**config.mk**
```make
export PLATFORM = sky130hd
export DESIGN_NAME = issue_scoreboard
export DESIGN_NICKNAME = d
export VERILOG_FILES = /design/src/rtl/issue_scoreboard.sv
export SDC_FILE = /design/constraint.sdc
export NUM_CORES = 1
export LEC_CHECK = 0
export CAP_MARGIN = 10
export CORE_ASPECT_RATIO = 2
export CORE_MARGIN = 8
export CORE_UTILIZATION = 30
export CTS_BUF_LIST = sky130_fd_sc_hd__clkbuf_4
export CTS_CLUSTER_SIZE = 14
export DETAILED_ROUTE_END_ITERATION = 12
export PLACE_DENSITY = 0.62
export SLEW_MARGIN = 20
export SYNTH_ARGS = -nofsm -noshare
export SYNTH_HDL_FRONTEND = slang
export SYNTH_SLANG_ARGS = --single-unit
```
**constraint.sdc**
```tcl
create_clock -name clk -period 6.5 [get_ports clk]
set_input_delay 1.3 -clock clk [delete_from_list [all_inputs] [get_ports clk]]
set_output_delay 1.3 -clock clk [all_outputs]
set_load 0.1 [all_outputs]
```
**src/rtl/issue_scoreboard.sv**
```systemverilog
// issue_scoreboard: register-dependency scoreboard and issue controller.
// Keeps a pending-write bitmap of destination registers between issue and
// writeback, and stalls decode on RAW/WAW hazards or a full write window.
// Optional feature: define SCB_WB_BYPASS_EN so that a writeback in the current
// cycle hides its register from the hazard checks and a waiting consumer issues
// in that same cycle.
module issue_scoreboard #(
  parameter int NUM_REGS = 32,
  parameter int REG_AW   = 5,
  parameter int MAX_OUT  = 4
) (
  input  logic                clk,
  input  logic                reset,
  input  logic                issue_valid,
  output logic                issue_ready,
  input  logic [REG_AW-1:0]   issue_rs1,
  input  logic [REG_AW-1:0]   issue_rs2,
  input  logic [REG_AW-1:0]   issue_rd,
  input  logic                issue_use_rs1,
  input  logic                issue_use_rs2,
  input  logic                issue_wr_rd,
  input  logic                wb_valid,
  input  logic [REG_AW-1:0]   wb_rd,
  input  logic                flush,
  output logic [NUM_REGS-1:0] busy_vec,
  output logic [3:0]          outstanding,
  output logic                stall,
  output logic                spurious_wb
);

  logic [NUM_REGS-1:0] r_busy;
  logic [3:0]          r_outstanding;
  logic                r_spurious_wb;

  logic [NUM_REGS-1:0] w_set_vec;
  logic [NUM_REGS-1:0] w_clr_vec;
  logic [NUM_REGS-1:0] w_bypass_vec;
  logic [NUM_REGS-1:0] w_busy_chk;
  logic                w_wb_hit;
  logic                w_wb_spurious;
  logic                w_tracked;
  logic                w_full;
  logic                w_raw1;
  logic                w_raw2;
  logic                w_waw;
  logic                w_set;
  logic [NUM_REGS-1:0] w_busy_nxt;
  logic [3:0]          w_out_nxt;
  logic                w_spurious_nxt;

  // One-hot decodes of the destination being issued and the register written back.
  assign w_set_vec = NUM_REGS'(1) << issue_rd;
  assign w_clr_vec = NUM_REGS'(1) << wb_rd;

  // x0 is never tracked, so a writeback to it is neither a hit nor an error.
  assign w_wb_hit      = wb_valid && (wb_rd != '0) &&  r_busy[wb_rd];
  assign w_wb_spurious = wb_valid && (wb_rd != '0) && !r_busy[wb_rd];

`ifdef SCB_WB_BYPASS_EN
  // The register being retired this cycle no longer blocks its consumers.
  assign w_bypass_vec = w_wb_hit ? w_clr_vec : '0;
`else
  assign w_bypass_vec = '0;
`endif

  assign w_busy_chk = r_busy & ~w_bypass_vec;

  assign w_raw1    = issue_use_rs1 && (issue_rs1 != '0) && w_busy_chk[issue_rs1];
  assign w_raw2    = issue_use_rs2 && (issue_rs2 != '0) && w_busy_chk[issue_rs2];
  assign w_waw     = issue_wr_rd   && (issue_rd  != '0) && w_busy_chk[issue_rd];
  assign w_tracked = issue_wr_rd   && (issue_rd  != '0);
  // The window check uses the registered count: a same-cycle writeback does
  // not free a slot until the next cycle.
  assign w_full    = (r_outstanding == 4'(MAX_OUT));

  assign issue_ready = !flush && !w_raw1 && !w_raw2 && !w_waw && !(w_tracked && w_full);
  assign stall       = issue_valid && !issue_ready;
  assign w_set       = issue_valid && issue_ready && w_tracked;

  // Next-state: flush wipes tracking; otherwise clear on writeback, then set on issue
  // so that a same-register set/clear pair leaves the bit set.
  always_comb begin
    // NOTE: every combinationally assigned signal gets a default first so no latch is inferred.
    w_busy_nxt     = r_busy;
    w_out_nxt      = r_outstanding;
    w_spurious_nxt = r_spurious_wb;
    if (flush) begin
      w_busy_nxt = '0;
      w_out_nxt  = '0;
    end else begin
      if (w_wb_hit) w_busy_nxt = w_busy_nxt & ~w_clr_vec;
      if (w_set)    w_busy_nxt = w_busy_nxt |  w_set_vec;
      if (w_set && !w_wb_hit)      w_out_nxt = r_outstanding + 4'd1;
      else if (!w_set && w_wb_hit) w_out_nxt = r_outstanding - 4'd1;
      if (w_wb_spurious) w_spurious_nxt = 1'b1;
    end
  end

  // State registers with asynchronous active-low clear.
  always_ff @(posedge clk or negedge reset) begin
    // NOTE: sequential state uses non-blocking assignments so all registers update from pre-edge values.
    if (!reset) begin
      r_busy        <= '0;
      r_outstanding <= '0;
      r_spurious_wb <= 1'b0;
    end else begin
      r_busy        <= w_busy_nxt;
      r_outstanding <= w_out_nxt;
      r_spurious_wb <= w_spurious_nxt;
    end
  end

  assign busy_vec    = r_busy;
  assign outstanding = r_outstanding;
  assign spurious_wb = r_spurious_wb;

endmodule

```
==> run summary, run 1 <==
DRC Markers - 0
Antenna violations before repair - 1
Syn avg cell area - 9.29 µm²
Worst setup path startpoint - issue_rd[0]
Most common cell in the synthesized netlist - dfrtp_1
Fin cells - 527
Post-Route Skew - 0.0195 ns
EDFF count, synth - 0
Synth top area share - 0.298
Worst Path Arrival - 4.10 ns
Post-Syn Nets - 365
Startpoint types - input pin
H-tree levels - 2
Measured slew at the worst slew-check pin - 0.992 ns
Seq/Total Area, Yosys - 0.298
Vias/cell - 6.08
First-pass GRT wire length - 19300 µm
Hold_ws - 0.479 ns
Synth-to-Final Area Change - 27.8%
Clk pin slew, worst setup/hold paths - 0.12 ns
Max frequency - 185 MHz
Most used DFF post-synth - dfrtp_1
Initial Util - 0.308
Vias - 3203
Die Height - 160 µm
Distinct cell type count after synthesis - 53
CTS tree - yes
FFs w/ async S/R, synth - 1.00
Number of global-route vias before repair - 3343
Full die area - 14100 µm²
Root Buffer - clkbuf_4
Synth area leader - dfrtp_1
Num CTS Buffers - 5
Post-Route WL - 12500 µm
Post-CTS sizing - 0
Max-cap violations - 0
Layout cell share with drive strength beyond 1 - 0.115
Largest net degree at the start of global routing - 41
Layout Nets - 421
Finished Core Util - 0.393
Setup crit end kind - primary output
DP HPWL - 9520 µm
Max FO, Critical Path - 12
FILL cells - 1039
I/O Pins - 67
Total grt overflow - 0
Slew Limit Fails - 0
Yosys warnings - 0
Dpl cells - 518
Synth area leaders - dfrtp_1 (30%), mux4_2 (13%), mux2i_1 (9.7%)
Peak supply drop - 125 µV
Final worst path period share - 0.830
Initial detailed-routing violation count - 355
Row count - 52
Pwr Total - 598 µW
Detailed-route wire length per cell - 23.7 µm
WP data required - 5.20 ns
Cell Area, Synth - 3100 µm²
First-pass detailed-route iteration total - 7
DRT antenna net count - 0
Final setup vio count - 0
Clk sinks - 37
Die width - 87.9 µm
Number of synthesized register bits - 37
Leak - 1.47 nW
Routability congestion estimate - 0.972
RR Startpoint - busy_vec[18]
Commonest cells post-synth - dfrtp_1 (37), a21oi_1 (36), mux2i_1 (30)
Hold Path Class - reg2reg
CTS Hold Bufs - 0
PwrDens - 151 nW/µm²
CP Class - in2out
Hold_sp - spurious_wb
Postcts setup bufs - 0
Mapped Cells - 334
RSZ-0062 raised after global routing - no
Hold Vio Cnt, Final - 0
CORE AREA - 10100 µm²
GRT Resource Usage Total - 0.183
CTS max path bufs - 2
Min Clock Period, post-route - 5.40 ns
Rel. slew slack - 0.337
I/O Buffers - 66
Setup TNS - 0 ns
Status - completed
Clock latency on the worst-skew pair - 0.38 ns
==> layout make-up <==
class	instances	area, µm²	area share
Multi-Input combinational cell	262	2040	0.513
Sequential cell	37	926	0.234
Timing Repair Buffer	74	716	0.180
Tap cell	135	169	0.0426
Clock buffer	6	45.0	0.0114
Inverter	10	37.5	0.00947
Clock inverter	2	33.8	0.00852
Antenna cell	1	2.50	0.000631
==> critical path, cell delays in order <==
cell and delay, ns:
clkdlybuf4s50_1 0.76, buf_4 0.31, mux4_2 0.51, a211oi_1 0.26
o221ai_1 0.26, a221oi_2 0.34, buf_4 0.34
==> state kept, by name (all words and copies together) (netlist names) <==
register	count
outstanding	4
spurious_wb	1
busy_vec	32
==> cell families (layout without fill, tap and decap cells) <==
| family | after synthesis | after routing | share of synthesized area |
|---|---|---|---|
| compound gates | 100 | 100 | 0.208 |
| flops | 37 | 37 | 0.298 |
| other cells | 0 | 1 | 0 |
| mux | 50 | 50 | 0.235 |
| xor+xnor | 3 | 3 | 0.00847 |
| simple gates | 106 | 106 | 0.188 |
| buf+inv | 35 | 92 | 0.0476 |
| fa+ha+maj | 3 | 3 | 0.0145 |
==> layout by cell type, fill, tap and decap left out, types with 3 or more instances in the layout <==
cell type / instances
nor2b_1: 8
nor3b_1: 4
nand3b_1: 5
clkbuf_4: 6
nor2_1: 14
inv_1: 8
buf_4: 10
or3_1: 3
o31ai_1: 16
nor3_1: 7
a21oi_1: 36
dfrtp_1: 37
clkdlybuf4s50_1: 64
a22oi_1: 8
nand3_1: 19
o21ai_0: 18
mux2i_1: 30
nand4_1: 8
nand2_1: 15
xnor2_1: 3
mux4_2: 18
nand2b_1: 10
==> path summary, 6_finish.rpt <==
| kind | slack (ns) | end | cells after the start |
|---|---|---|---|
| max in group asynchronous | 4.81 | busy_vec[10] | 2 |
| hold / removal | 0.48 | spurious_wb | 2 |
| min in group asynchronous | 1.33 | outstanding[0] | 2 |
| hold reg to reg | 0.48 | spurious_wb | 2 |
| setup / recovery | 1.10 | issue_ready | 7 |
| setup reg to reg | 2.90 | outstanding[3] | 12 |
==> report_power, final <==
| group | switching, mW | total (mW) | internal [mW] |
|---|---|---|---|
| sequential | 0.00731 | 0.242 | 0.235 |
| combinational | 0.127 | 0.190 | 0.0628 |
| clock | 0.0818 | 0.166 | 0.0842 |
==> routing by layer <==
| layer | track usage | wire length (µm) | up-vias |
|---|---|---|---|
| met1 | 0.175 | 4140 | 1597 |
| met5 | 0 | 0 | - |
| met4 | 0.144 | 826 | 0 |
| met3 | 0.0324 | 674 | 52 |
| met2 | 0.324 | 6850 | 155 |
| li1 | - | - | 1399 |
==> through the flow <==
step	setup WS (ns)	instance area, µm²
after floorplan	0.335	3110
after global placement	1.17	3880
after detailed placement	1.12	3880
after CTS	1.13	3960
after global routing	0.961	3970
final	1.10	3970
No activity file was read; power rests on OpenSTA's default activity.
==> run 2, diff against run 1 <==
PLACE_DENSITY = 0.64   (was 0.62)
clock period = 4.71 ns   (was 6.5 ns; I/O delays follow)
==> run 2 against run 1 <==
Net effect:
- clock power rose by 2%
- sequential power rose by 38%
- combinational power rose by 48%
- sequential cell count did not move
- wire length rose by 1.4%
- worst setup slack got worse by 0.88 ns
- count of clock-buffer cells in the layout fell by 1
==> run summary, run 2 (synthesis gave the netlist of run 1 again) <==
Row count - 52 (unchanged)
Worst Setup Slack, final - 0.221 ns (was 1.10 ns)
PwrDens - 193 nW/µm² (was 151 nW/µm²)
Hold_ws - 0.492 ns (was 0.479 ns)
Peak supply drop - 120 µV (was 125 µV)
Num CTS Buffers - 5 (unchanged)
First-pass GRT wire length - 19700 µm (was 19300 µm)
Total grt overflow - 0 (unchanged)
Vias/cell - 6.04 (was 6.08)
Worst Path Arrival - 3.55 ns (was 4.10 ns)
Top cell by count, worst path - buf_12 (was buf_4)
CTS tree - yes (unchanged)
Die Height - 160 µm (unchanged)
Status - completed (unchanged)
Post-Route Skew - 0.0148 ns (was 0.0195 ns)
Finished Core Util - 0.404 (was 0.393)
GR peak layer - met2 (unchanged)
Initial detailed-routing violation count - 225 (was 355)
Number of global-route vias before repair - 3465 (was 3343)
Routability congestion estimate - 0.936 (was 0.972)
CORE AREA - 10100 µm² (unchanged)
CTS max path bufs - 2 (unchanged)
Detailed-route wire length per cell - 23.5 µm (was 23.7 µm)
Leak - 1.53 nW (was 1.47 nW)
Postcts setup bufs - 0 (unchanged)
GRT Resource Usage Total - 0.185 (was 0.183)
Layout cell share with drive strength beyond 1 - 0.144 (was 0.115)
Full die area - 14100 µm² (unchanged)
Post-DP Area - 4020 µm² (was 3880 µm²)
Peak per-stage delay on the critical path - 0.51 ns (was 0.76 ns)
Max frequency - 223 MHz
Final setup vio count - 0 (unchanged)
Startpoint types - input pin (unchanged)
Hold Vio Cnt, Final - 0 (unchanged)
CP max stage cell - mux4_2 (was clkdlybuf4s50_1)
Final worst path period share - 0.953
Clk sinks - 37 (unchanged)
CP Cell Sequence - clkdlybuf4s50_1 -> buf_12 -> mux4_2 -> nor2b_1 -> a211oi_1 -> o221ai_1 -> buf_4 -> a221oi_4 -> nor2b_2 -> buf_12 (was clkdlybuf4s50_1 -> buf_4 -> mux4_2 -> a211oi_1 -> o221ai_1 -> a221oi_2 -> buf_4)
CP Buf/Inv Count - 4 (was 3)
I/O Pins - 67 (unchanged)
Rel. slew slack - 0.339 (was 0.337)
CTS Hold Bufs - 0 (unchanged)
I/O Buffers - 66 (unchanged)
Vias - 3247 (was 3203)
Dpl cells - 529 (was 518)
Root Buffer - clkbuf_4 (unchanged)
Initial Util - 0.308 (unchanged)
Commonest cells after routing, fill and taps aside - clkdlybuf4s50_1 (64), dfrtp_1 (37), a21oi_1 (36) (unchanged)
Post-Route WL - 12700 µm (was 12500 µm)
Antenna violations before repair - 1 (unchanged)
Fin cells - 538 (was 527)
Final Cell Area - 4080 µm² (was 3970 µm²)
Clk pin slew, worst setup/hold paths - 0.12 ns (about the same)
WP data required - 3.77 ns (was 5.20 ns)
Max-cap violations - 0 (unchanged)
Post-CTS sizing - 0 (unchanged)
Met1 Usage GRT - 0.183 (was 0.175)
Synth-to-Final Area Change - 31.3% (was 27.8%)
Max reg flops - 32 (unchanged)
Die width - 87.9 µm (unchanged)
Hold Path Class - reg2reg (unchanged)
Met3 Use GR - 0.0237 (was 0.0324)
DP HPWL - 9760 µm (was 9520 µm)
CP Class - in2out (unchanged)
Clock latency on the worst-skew pair - 0.36 ns (was 0.38 ns)
DRC Markers - 0 (unchanged)
Pre-CTS setup slack - -0.0617 ns (was 1.12 ns)
Max FO, Critical Path - 21 (was 12)
RSZ-0062 raised after global routing - no (unchanged)
First-pass detailed-route iteration total - 4 (was 7)
Setup TNS - 0 ns (unchanged)
GRT met2 Usage - 0.329 (was 0.324)
Layout Nets - 432 (was 421)
Measured slew at the worst slew-check pin - 0.989 ns (was 0.992 ns)
Largest net degree at the start of global routing - 38 (was 41)
Commonest non-fill, non-tap cell in the layout - clkdlybuf4s50_1 (unchanged)
Min Clock Period, post-route - 4.49 ns
DRT antenna net count - 0 (unchanged)
Top Family by Delay on Critical Path - buffers and inverters (unchanged)
Setup crit end kind - primary output (unchanged)
Pwr Total - 786 µW (was 598 µW)
H-tree levels - 2 (unchanged)
Slew Limit Fails - 0 (unchanged)
==> run 2: path summary, 6_finish.rpt <==
check / from / end / slack [ns] / depth (start not counted)
min in group asynchronous: reset / outstanding[0] / 0.99 / 2
max reg2reg: busy_vec[19] / outstanding[3] / 1.09 / 12
max in group asynchronous: reset / busy_vec[10] / 3.35 / 2
min: spurious_wb / spurious_wb / 0.49 / 2
min reg2reg: spurious_wb / spurious_wb / 0.49 / 2
max: issue_rd[0] / stall / 0.22 / 10
==> run 2: cell type report <==
class                   count  area, µm²
inverters                  10       37.5
repair buffers             85        836
multi-input cells         262       2050
diodes                      1       2.50
well taps                 135        169
clock buffers               5       37.5
fillers                  1043       6010
clock inverters             3       17.5
flip-flops and latches     37        926
==> run 2: where the power goes <==
part           internal, mW  total [mW]  switching, mW
combinational         0.102       0.282          0.181
sequential            0.324       0.333        0.00962
clock                0.0563       0.170          0.114
total                 0.482       0.786          0.304
==> run 2: worst min-delay path: stages, from the launching register on <==
cell and delay [ns]:
dfrtp_1 0.37, inv_1 0.04, o41ai_1 0.05
==> run 2: routing by layer <==
layer	up-vias	routed length (µm)
met1	1608	4240
met4	0	778
met3	54	699
met2	169	6960
li1	1416	-
met5	-	0
==> run 3, diff against run 2 <==
DONT_BUFFER_PORTS = 1   (was default)
PLACE_DENSITY = 0.55   (was 0.64)
SKIP_CTS_REPAIR_TIMING = 1   (was default)
==> run 3 against run 2 <==
Net effect:
- via count fell by 5.2%
- maximum frequency rose by 18%
- register-to-register slack barely moved
- clock power barely moved
- count of clock-buffer cells in the layout rose by 1
- combinational power fell by 28%
- critical path type is now reg2out
- critical endpoint is now issue_ready
- largest power group unchanged
==> run summary, run 3 (synthesis gave the netlist of run 1 again) <==
Peak per-stage delay on the critical path - 0.49 ns (was 0.51 ns)
DRC Markers - 0 (unchanged)
Num CTS Buffers - 5 (unchanged)
I/O Pins - 67 (unchanged)
Routability congestion estimate - 0.947 (was 0.936)
Vias/cell - 6.26 (was 6.04)
Worst Setup Slack, final - 0.920 ns (was 0.221 ns)
Vias - 3079 (was 3247)
Initial Util - 0.308 (unchanged)
I/O Buffers - 0 (was 66)
Top Family by Delay on Critical Path - compound AO/OA/AOI/OAI gates (was buffers and inverters)
CP Buf/Inv Count - 2 (was 4)
PwrDens - 198 nW/µm² (was 193 nW/µm²)
Setup crit end kind - primary output (unchanged)
WP data required - 3.77 ns (about the same)
GRT met2 Usage - 0.311 (was 0.329)
GR peak layer - met2 (unchanged)
Post-Route Skew - 0.0157 ns (was 0.0148 ns)
Max FO, Critical Path - 6 (was 21)
Max reg flops - 32 (unchanged)
Synth-to-Final Area Change - 13.9% (was 31.3%)
Top cell by count, worst path - buf_4 (was buf_12)
DRT antenna net count - 0 (unchanged)
Max frequency - 264 MHz (was 223 MHz)
Post-DP Area - 3480 µm² (was 4020 µm²)
Number of global-route vias before repair - 3180 (was 3465)
Commonest cells after routing, fill and taps aside - buf_4 (40), dfrtp_1 (37), a21oi_1 (36) (was clkdlybuf4s50_1 (64), dfrtp_1 (37), a21oi_1 (36))
First-pass detailed-route iteration total - 5 (was 4)
Startpoint types - flop (was input pin)
Final setup vio count - 0 (unchanged)
Die width - 87.9 µm (unchanged)
Commonest non-fill, non-tap cell in the layout - buf_4 (was clkdlybuf4s50_1)
First-pass GRT wire length - 18900 µm (was 19700 µm)
Measured slew at the worst slew-check pin - 0.895 ns (was 0.989 ns)
Clk sinks - 37 (unchanged)
Final worst path period share - 0.805 (was 0.953)
Status - completed (unchanged)
Dpl cells - 484 (was 529)
Leak - 1.39 nW (was 1.53 nW)
Hold Path Class - in2async (was reg2reg)
Initial detailed-routing violation count - 313 (was 225)
CP Class - reg2out (was in2out)
Row count - 52 (unchanged)
GRT Resource Usage Total - 0.178 (was 0.185)
DP HPWL - 9430 µm (was 9760 µm)
CP max stage cell - mux4_2 (unchanged)
Largest net degree at the start of global routing - 41 (was 38)
Detailed-route wire length per cell - 25.2 µm (was 23.5 µm)
Final Cell Area - 3530 µm² (was 4080 µm²)
Layout Nets - 387 (was 432)
RSZ-0062 raised after global routing - no (unchanged)
Worst Path Arrival - 2.85 ns (was 3.55 ns)
Clk pin slew, worst setup/hold paths - 0.12 ns (about the same)
Slew Limit Fails - 0 (unchanged)
Root Buffer - clkbuf_4 (unchanged)
Rel. slew slack - 0.404 (was 0.339)
Antenna violations before repair - 1 (unchanged)
CTS max path bufs - 2 (unchanged)
Hold Vio Cnt, Final - 0 (unchanged)
Peak supply drop - 79.5 µV (was 120 µV)
Post-Route WL - 12400 µm (was 12700 µm)
Met3 Use GR - 0.0432 (was 0.0237)
CP Cell Sequence - buf_4 -> mux4_2 -> nor2b_1 -> a211oi_1 -> o221ai_1 -> a221oi_4 -> buf_4 (was clkdlybuf4s50_1 -> buf_12 -> mux4_2 -> nor2b_1 -> a211oi_1 -> o221ai_1 -> buf_4 -> a221oi_4 -> nor2b_2 -> buf_12)
Fin cells - 492 (was 538)
CTS tree - yes (unchanged)
FILL cells - 1020 (was 1043)
H-tree levels - 2 (unchanged)
CORE AREA - 10100 µm² (unchanged)
Full die area - 14100 µm² (unchanged)
Met1 Usage GRT - 0.173 (was 0.183)
Pre-CTS setup slack - 0.737 ns (was -0.0617 ns)
Total grt overflow - 0 (unchanged)
Max-cap violations - 0 (unchanged)
Min Clock Period, post-route - 3.79 ns (was 4.49 ns)
Setup TNS - 0 ns (unchanged)
Clock latency on the worst-skew pair - 0.36 ns (about the same)
Layout cell share with drive strength beyond 1 - 0.211 (was 0.144)
Die Height - 160 µm (unchanged)
run 3: cell types whose count changed in the layout (fill, tap and decap cells not counted):
cell             change
buf_4               +22
clkinv_1             +1
clkdlybuf4s50_1     -64
clkinv_2             -2
clkbuf_4             +1
clkinvlp_4           -1
buf_12               -3
run 3: report_power, final:
group	internal, mW	total (mW)	switching (mW)
clock network	0.0600	0.169	0.109
logic	0.0641	0.203	0.139
registers	0.324	0.326	0.00230
total	0.448	0.699	0.251
run 3: routing by layer:
| metal | up-vias | wire (µm) | part of all wire |
|---|---|---|---|
| met1 | 1543 | 3900 | 0.32 |
| li1 | 1323 | - | - |
| met4 | 0 | 738 | 0.060 |
| met2 | 167 | 6700 | 0.54 |
| met5 | - | 0 | 0 |
| met3 | 46 | 1040 | 0.084 |
run 3: worst paths after layout:
check,startpoint,to,slack [ns],depth (start not counted)
setup / recovery,busy_vec[9],issue_ready,0.92,7
setup reg to reg,busy_vec[9],outstanding[3],1.08,14
hold reg to reg,busy_vec[1],busy_vec[1],0.58,2
hold / removal,reset,outstanding[2],0.26,0
min in group clk,busy_vec[1],busy_vec[1],0.58,2
max in group asynchronous,reset,busy_vec[4],4.34,0
run 3: layout make-up:
type / instances / area, µm² / area share
inverter: 10 / 37.5 / 0.0106
tap: 135 / 169 / 0.0478
clock buffer: 6 / 45.0 / 0.0127
sequential: 37 / 926 / 0.262
multi-input combinational: 262 / 2050 / 0.580
timing repair buffer: 40 / 300 / 0.0850
antenna: 1 / 2.50 / 0.000708
clock inverter: 1 / 3.75 / 0.00106
run 3: stage by stage:
step           hold slack, ns  utilization  total power, mW
5_1_grt                 0.245        0.350            0.722
2_1_floorplan           0.646            -            0.515
6_report                0.256        0.350            0.699
3_5_place_dp            0.558        0.345            0.535
3_3_place_gp            0.544        0.345            0.534
4_1_cts                 0.242        0.350            0.704
==> patch (flow settings as in run 1) <==
`r_outstanding` no longer has a reset.
--- a/src/rtl/issue_scoreboard.sv
+++ b/src/rtl/issue_scoreboard.sv
@@ -101,13 +101,15 @@
     // NOTE: sequential state uses non-blocking assignments so all registers update from pre-edge values.
     if (!reset) begin
       r_busy        <= '0;
-      r_outstanding <= '0;
       r_spurious_wb <= 1'b0;
     end else begin
       r_busy        <= w_busy_nxt;
-      r_outstanding <= w_out_nxt;
       r_spurious_wb <= w_spurious_nxt;
     end
+  end
+
+  always_ff @(posedge clk) begin
+    r_outstanding <= w_out_nxt;
   end
 
   assign busy_vec    = r_busy;
Check against the original RTL: not equivalent (a bounded check fails within 4 cycles, from zero or initial values and one cycle with reset low).
==> patch against run 1 <==
- setup slack got worse by 0.24 ns
- global-route usage decreased by 0.61 points
- power decreased by 11%
- sequential cell count unchanged
- highest routed layer unchanged
- largest power group unchanged
- synthesized area increased by 7.7%
- clock skew increased by 0.0083 ns
- critical endpoint unchanged
- wire length increased by 4.8%
- cell area increased by 3.9%
==> patch: results (changes against run 1) <==
- Outcome: complete, no violations
- Share of layout cells above drive strength 1: 0.174 (+0.0593)
- Final nets: 398 (-5.5%)
- Met1 Wirelength: 4.51 mm (+8.8%)
- Placement-stage cell area: 4060 µm² (+4.5%)
- Number of iterations in the first detailed-routing pass: 5 (-2)
- Worst setup path endpoint: issue_ready
- Leakage power summed over all cells: 1.55 nW (+5.5%)
- Switching Fraction: 0.375 (+0.0133)
- CP Data Arrival Time: 4.34 ns (+0.24 ns)
- Detail Route met3 WL: 961 µm (+43%)
- Endpoint of the worst-slack reg-to-reg timing path: outstanding[3]
- Largest net degree at the start of global routing: 37 (-9.8%)
- Wire per inst: 25.8 µm (+8.7%)
- Worst r2r path cells: 14 (+2)
- Weighted congestion at the end of routability-driven global placement: 0.955 (-1.8%)
- Met1 routing resource usage after global routing: 0.182 (+0.00651)
- Clock transition at the register clock pins on the worst setup and hold paths after CTS: 0.14 ns (+0.02 ns)
- Mapped Nets: 347 (-4.9%)
- Area contributors post-synth: dfrtp_1, mux4_2, nor2b_1
- Per-cell via count in the routed design: 6.20 (+2.0%)
- Xor/xnor share of the synthesized area: 0.00786 (-0.000606)
- Met3 usage: 0.0290 (-0.00342)
- Layout fillers: 1053 (+1.3%)
- Worst relative slew slack: 0.338 (+0.00133)
- Relative contribution of the clock network to total power: 0.250 (-0.028)
- Detailed-placement wirelength estimate: 10.0 mm (+5.2%)
- Synth top cells by count: nor2b_1, o21ai_0, dfrtp_1
- Post-synth ARST share: 0.892 (-0.108)
- Arithmetic-cell share of the synthesized area counting full adders, half adders and majority gates: 0.0172 (+0.00271)
- Delay of the slowest critical-path stage: 0.90 ns (+0.14 ns)
- Final setup skew: 0.0278 ns (+0.00827 ns)
- DR WL met2: 6.84 mm (-0.16%)
- Area fraction in compound gates after synthesis: 0.210 (+0.00119)
- Beginning of the worst register-to-register path: busy_vec[25]
- Number of global-route vias before repair: 3349 (+0.18%)
- Share of the yosys chip area belonging to registers: 0.271 (-0.0273)
- Total routing resource utilization after global routing: 0.176 (-0.00609)
- Global-route wire length before repair: 20.1 mm (+4.1%)
- Power per cell area: 129 nW/µm² (-15%)
- Met2 track demand over resource in global routing: 0.315 (-0.00931)
patch: worst register-to-register path: cells and delay by family (launching register included):
family                   cells  cell delay (ns)
adder cells (fa/ha/maj)      2             0.55
multiplexers                 2             0.71
flip-flops                   1             0.52
buffers and inverters        1             0.09
XOR/XNOR                     1             0.09
AND/OR/NAND/NOR              4             1.34
AO/OA/AOI/OAI                4             0.62
patch: stage by stage:
step	hold slack (ns)	total power [W]	setup WS (ns)	cells
floorplan	0.953	0.000348	0.503	315
global placement	0.462	0.000399	0.925	499
detailed placement	0.458	0.000400	0.794	499
CTS	0.490	0.000531	0.899	507
global route	0.531	0.000553	0.703	508
finish	0.485	0.000530	0.863	508
patch: layout make-up:
class / count / share of cell area
flip-flops and latches: 37 / 0.220
clock inverters: 2 / 0.00273
multi-input cells: 249 / 0.552
clock buffers: 6 / 0.0109
diodes: 1 / 0.000608
inverters: 4 / 0.00365
repair buffers: 69 / 0.168
well taps: 140 / 0.0425
